<file path="config.mk">
export PLATFORM = sky130hd
export DESIGN_NAME = operand_issue
export DESIGN_NICKNAME = d
export VERILOG_FILES = /design/src/rtl/alu_pkg.sv /design/src/rtl/reg_file.sv /design/src/rtl/operand_issue.sv
export SDC_FILE = /design/constraint.sdc
export NUM_CORES = 1
export LEC_CHECK = 0
export CAP_MARGIN = 20
export CORE_ASPECT_RATIO = 0.7
export CORE_MARGIN = 4
export CORE_UTILIZATION = 43
export CTS_BUF_LIST = sky130_fd_sc_hd__clkbuf_8
export DETAILED_ROUTE_END_ITERATION = 8
export GPL_TIMING_DRIVEN = 0
export PLACE_DENSITY_LB_ADDON = 0.3
export SLEW_MARGIN = 0
export SYNTH_ARGS = -nofsm -noshare
export SYNTH_HDL_FRONTEND = slang
export SYNTH_HIERARCHICAL = 1
export SYNTH_SLANG_ARGS = --single-unit
</file>
<file path="constraint.sdc">
create_clock -name clk -period 3.5 [get_ports clk]
set_input_delay 0.7 -clock clk [delete_from_list [all_inputs] [get_ports clk]]
set_output_delay 0.7 -clock clk [all_outputs]
set_load 0.005 [all_outputs]
</file>
<file path="src/rtl/alu_pkg.sv">
// Shared ALU definitions: opcodes, I-type opcode offset, instruction field positions and a decode helper.
// Used by operand_issue and by the ALU downstream of it.
package alu_pkg;

  localparam int DATA_W = 16;
  localparam int NREG   = 8;
  localparam int ADDR_W = 3;
  localparam int INST_W = 16;

  localparam logic [3:0] OP_ADD    = 4'b0000;
  localparam logic [3:0] OP_SUB    = 4'b0001;
  localparam logic [3:0] OP_SLL    = 4'b0010;
  localparam logic [3:0] OP_AND    = 4'b0011;
  localparam logic [3:0] ITYPE_OFS = 4'd4;

  localparam int OP_LSB = 12;
  localparam int RD_LSB = 9;
  localparam int RS_LSB = 6;
  localparam int RT_LSB = 3;
  localparam int IMM_W  = 6;

  typedef enum logic [1:0] {
    CLS_R,
    CLS_I,
    CLS_ILL
  } inst_cls_e;

  typedef struct packed {
    inst_cls_e          cls;
    logic [3:0]         alu_op;
    logic [ADDR_W-1:0]  rd;
    logic [ADDR_W-1:0]  rs;
    logic [ADDR_W-1:0]  rt;
    logic [DATA_W-1:0]  imm;
  } dec_t;

  function automatic dec_t decode(input logic [INST_W-1:0] inst);
    dec_t       d;
    logic [3:0] op;
    op       = inst[OP_LSB +: 4];
    d.rd     = inst[RD_LSB +: ADDR_W];
    d.rs     = inst[RS_LSB +: ADDR_W];
    d.rt     = inst[RT_LSB +: ADDR_W];
    d.imm    = {{(DATA_W-IMM_W){inst[IMM_W-1]}}, inst[IMM_W-1:0]};
    d.alu_op = op;
    if (op[3]) begin
      d.cls = CLS_ILL;
    end else if (op[2]) begin
      d.cls    = CLS_I;
      d.alu_op = op - ITYPE_OFS;
    end else begin
      d.cls = CLS_R;
    end
    return d;
  endfunction

endpackage

</file>
<file path="src/rtl/reg_file.sv">
// reg_file: NREG x DATA_W, two combinational read ports, one write port, r0 hardwired to zero.
// Reads are same-cycle; with WB_BYPASS_EN a same-cycle write is forwarded to the read data.
module reg_file
  import alu_pkg::*;
(
  input  logic              clk,
  input  logic              rst_n,
  input  logic [ADDR_W-1:0] ra_addr,
  input  logic [ADDR_W-1:0] rb_addr,
  output logic [DATA_W-1:0] ra_data,
  output logic [DATA_W-1:0] rb_data,
  input  logic              wr_en,
  input  logic [ADDR_W-1:0] wr_addr,
  input  logic [DATA_W-1:0] wr_data
);

  logic [DATA_W-1:0] mem_q [NREG];
  logic [DATA_W-1:0] mem_d [NREG];

  always_comb begin
    for (int i = 0; i < NREG; i++) mem_d[i] = mem_q[i];
    if (wr_en) mem_d[wr_addr] = wr_data;
    mem_d[0] = '0;
  end

  always_ff @(posedge clk or negedge rst_n) begin
    if (!rst_n) begin
      for (int i = 0; i < NREG; i++) mem_q[i] <= '0;
    end else begin
      for (int i = 0; i < NREG; i++) mem_q[i] <= mem_d[i];
    end
  end

  function automatic logic [DATA_W-1:0] rd_port(input logic [ADDR_W-1:0] addr);
`ifdef WB_BYPASS_EN
    if (wr_en && (wr_addr == addr) && (addr != '0)) return wr_data;
`endif
    return mem_q[addr];
  endfunction

  assign ra_data = rd_port(ra_addr);
  assign rb_data = rd_port(rb_addr);

endmodule

</file>
<file path="src/rtl/operand_issue.sv">
// operand_issue: decode, register read and scoreboard in front of the ALU; 1-cycle accept-to-issue latency.
// Stalls fetch on RAW/WAW hazards, never back-pressured by the ALU; WB_BYPASS_EN adds writeback forwarding.
module operand_issue
  import alu_pkg::*;
(
  input  logic              clk,
  input  logic              rst_n,
  input  logic              inst_valid,
  output logic              inst_ready,
  input  logic [INST_W-1:0] inst,
  input  logic              wb_en,
  input  logic [ADDR_W-1:0] wb_addr,
  input  logic [DATA_W-1:0] wb_data,
  output logic [DATA_W-1:0] alu_a,
  output logic [DATA_W-1:0] alu_b,
  output logic [3:0]        alu_op,
  output logic              issue_valid,
  output logic [ADDR_W-1:0] issue_rd,
  output logic              illegal
);

  dec_t              dec;
  logic [DATA_W-1:0] ra_data;
  logic [DATA_W-1:0] rb_data;
  logic [NREG-1:0]   pending_q, pending_d;
  logic [NREG-1:0]   pend_eff;
  logic [NREG-1:0]   wb_onehot;
  logic              hazard;
  logic              accept;
  logic              issue;

  logic [DATA_W-1:0] alu_a_q, alu_a_d;
  logic [DATA_W-1:0] alu_b_q, alu_b_d;
  logic [3:0]        alu_op_q, alu_op_d;
  logic [ADDR_W-1:0] issue_rd_q, issue_rd_d;
  logic              issue_valid_q, issue_valid_d;
  logic              illegal_q, illegal_d;

  assign dec = decode(inst);

  reg_file u_reg_file (
    .clk     (clk),
    .rst_n   (rst_n),
    .ra_addr (dec.rs),
    .rb_addr (dec.rt),
    .ra_data (ra_data),
    .rb_data (rb_data),
    .wr_en   (wb_en),
    .wr_addr (wb_addr),
    .wr_data (wb_data)
  );

  always_comb begin
    wb_onehot = '0;
    if (wb_en) wb_onehot[wb_addr] = 1'b1;
  end

  // A register being written back this cycle is no longer outstanding only when forwarding exists.
`ifdef WB_BYPASS_EN
  assign pend_eff = pending_q & ~wb_onehot;
`else
  assign pend_eff = pending_q;
`endif

  assign hazard     = (dec.cls != CLS_ILL) &&
                      (pend_eff[dec.rs] || ((dec.cls == CLS_R) && pend_eff[dec.rt]) || pend_eff[dec.rd]);
  assign inst_ready = !(inst_valid && hazard);
  assign accept     = inst_valid && inst_ready;
  assign issue      = accept && (dec.cls != CLS_ILL);

  always_comb begin
    alu_a_d       = alu_a_q;
    alu_b_d       = alu_b_q;
    alu_op_d      = alu_op_q;
    issue_rd_d    = issue_rd_q;
    issue_valid_d = issue;
    illegal_d     = accept && (dec.cls == CLS_ILL);
    if (issue) begin
      alu_a_d    = ra_data;
      alu_b_d    = (dec.cls == CLS_R) ? rb_data : dec.imm;
      alu_op_d   = dec.alu_op;
      issue_rd_d = dec.rd;
    end
  end

  // Clear before set so a same-cycle set of the same register wins.
  always_comb begin
    pending_d = pending_q & ~wb_onehot;
    if (issue) pending_d[dec.rd] = 1'b1;
    pending_d[0] = 1'b0;
  end

  always_ff @(posedge clk or negedge rst_n) begin
    if (!rst_n) begin
      pending_q     <= '0;
      alu_a_q       <= '0;
      alu_b_q       <= '0;
      alu_op_q      <= '0;
      issue_rd_q    <= '0;
      issue_valid_q <= 1'b0;
      illegal_q     <= 1'b0;
    end else begin
      pending_q     <= pending_d;
      alu_a_q       <= alu_a_d;
      alu_b_q       <= alu_b_d;
      alu_op_q      <= alu_op_d;
      issue_rd_q    <= issue_rd_d;
      issue_valid_q <= issue_valid_d;
      illegal_q     <= illegal_d;
    end
  end

  assign alu_a       = alu_a_q;
  assign alu_b       = alu_b_q;
  assign alu_op      = alu_op_q;
  assign issue_rd    = issue_rd_q;
  assign issue_valid = issue_valid_q;
  assign illegal     = illegal_q;

endmodule

</file>
==> impl_metrics.ini <==
[status]
status = completed

[place]
placed_cells = 974
port_buffers = 79
dp_slack_ns = -0.0943
gp_congestion = 0.838
dp.final_hpwl_um = 15800

[routing]
initialDrtViolationCount = 389
wire_per_inst_um = 23.0
routed_via_density = 5.80
firstDrtPassIters = 5
vias = 5839
drtAntennaViolNets = 0
totalWireLength_um = 23100
drc = 0

[logic_synthesis]
synth_top_area_share_pct = 47.4
ys_async_sr_fraction_pct = 100
syn_nets = 669
netlist_instances = 630
yosys_most_used_dff = dfrtp_1
synth_top_area_cell = dfrtp_1
synth_cell_types = 44
syn_area_mm2 = 0.00844
yosysSeqAreaShare_pct = 47.4
synth_edf_count = 0
syn_area_per_cell_um2 = 13.4
synth-seq-cells = 160
yosysWarnings = 6
synthTopCellsByArea = dfrtp_1 47%, mux2_2 23%, mux2i_1 5.2%, a221oi_1 4.9%, mux2_4 3.7%

[cells_and_area]
layout.nets = 768
mostFrequentLayoutCells = 175 x mux2_2, 160 x dfrtp_1, 73 x clkdlybuf4s50_1, 47 x a221oi_1, 44 x mux2i_1
area_delta_synth_final_pct = 19.1
layoutNonFillerInstCount = 1006
drive_above_1_share_pct = 37.6
antenna_cells = 0
layout_commonest_cell = mux2_2

[floorplan]
io_pins = 81
die_h_um = 125
rows = 42
start_util_pct = 44.2
core_area_mm2 = 0.0191
dieArea_mm2 = 0.0220
die_w_um = 175

[sta]
worst_slew_pin_slew_ns = 0.747
skew_ns = 0.0136
fin_tns_setup_ns = 0
finalSetupViolations = 0
period_share_pct = 94.7
whs_ns = 0.227
max_freq_mhz = 302
relSlewSlack_pct = 50.2
period_needed_ns = 3.31
rsz0062_at_grt = no
setup_ws_ns = 0.185
slew_violations = 0
finalHoldViolations = 0

[clocking]
clkTransAtPathRegs_ns = 0.08
cts_root_buf = clkbuf_8
hold_buffers = 0
cts_buffers = 17
ctsResizeCount = 3
clock_latency_ns = 0.45
cts.sinks = 160
cts_setup_buffers = 0
cts.htree.levels = 4
cts_buffer_depth = 2
cts_tree = done

[power]
p_total_w = 0.00580
peakVddDrop_v = 0.000282
p_per_area_mw_per_mm2 = 577
p_int_w = 0.00418
switchingPower_w = 0.00161
clock_power_share_pct = 27.0
pwr-share-comb_pct = 27.6
switching_share_pct = 27.8
leakage_nw = 4.31
p_seq_share_pct = 45.5

[global_routing]
grt_pass1_vias = 6090
grt_pass1_wl_um = 35700
grt_overflow = 0
grt_use_total_pct = 21.2
grt_max_degree = 105
antenna_found_initial = 0

[setup_path]
rr_worst_depth = 7
cp_max_fo = 9
critPathCaptureType = output port
worstPathArrival_ns = 2.61
start_kind = input pin
worst-setup-path-type = in2out
crit_required_ns = 2.80

[min_path]
hold_class = in2async

[flow_run]
max_cap_violations = 0
final cells by class:
class                      instances  area, µm²
tap                              264        330
multi-input combinational        406       4050
clock buffer                      19        262
sequential                       160       4000
fill                            1592       9020
buffer                            49        330
clock inverter                    13        194
timing repair buffer              80        825
inverter                          15       56.3
metal layers:
layer	vias to the layer above	global-route usage, %	share of wire (%)
li1	2583	-	-
met1	2965	31.6	46
met2	251	29.8	43
met3	40	6.00	9.5
met4	0	7.06	1.9
met5	-	0	0
worst paths after layout:
path	endpoint	startpoint	slack (ns)
setup / recovery	inst_ready	inst[7]	0.19
hold / removal	u_reg_file/mem_q[73]	rst_n	0.23
setup reg to reg	alu_a[2]	pend_eff[4]	1.17
hold reg to reg	alu_a[1]	alu_a[1]	0.49
max in group asynchronous	u_reg_file/mem_q[12]	rst_n	2.38
min in group clk	alu_a[1]	alu_a[1]	0.49
flip-flops by register name, summed over array words and instances (netlist names):
register	flops
pend_eff	7
u_reg_file/mem_q	112
issue_rd	3
alu_a	16
alu_b	16
illegal	1
alu_op	4
issue_valid	1
synthesized netlist by cell type (2+ instances only):
cell type	number
mux2_1	15
nand2b_1	4
buf_6	8
mux2i_1	44
dfrtp_1	160
a21oi_1	12
o31a_1	2
mux2_4	21
buf_2	17
nand4b_4	3
and2_1	3
a31oi_1	2
a32o_1	5
buf_1	3
nand3b_1	2
buf_8	2
mux2_2	175
nor2_1	17
buf_4	11
nand4_1	2
o21ai_0	2
nor2b_1	9
a31o_2	2
nand2_1	6
o22ai_1	17
clkbuf_1	7
a221oi_1	47
inv_1	15
and4bb_1	2
power by group through the flow:
stage               registers [W]  logic, W  clock network, W
finish                    0.00263   0.00160           0.00156
floorplan                 0.00260  0.000916                 0
global placement          0.00262   0.00155                 0
global route              0.00270   0.00173           0.00168
CTS                       0.00263   0.00161           0.00160
detailed placement        0.00266   0.00160                 0
stage by stage:
step / util [%] / cell area, µm²
after CTS: 52.7 / 10000
after detailed placement: 50.3 / 9590
after global placement: 50.1 / 9560
after floorplan: - / 8440
final: 52.7 / 10100
after global routing: 52.7 / 10100
critical path: stages:
cell and delay, ns:
dlygate4sd2_1 0.39, mux2_2 0.37, a211oi_1 0.29, o32ai_2 0.17, o21bai_1 0.17, clkdlybuf4s50_1 0.52
logic make-up after synthesis:
family          Yosys count  share of synthesized area (%)
compound gates           94                           8.85
buf+inv                  64                           4.58
flops                   160                           47.4
mux                     256                           34.6
simple gates             56                           4.57
Power figures use the tool's default switching activity.
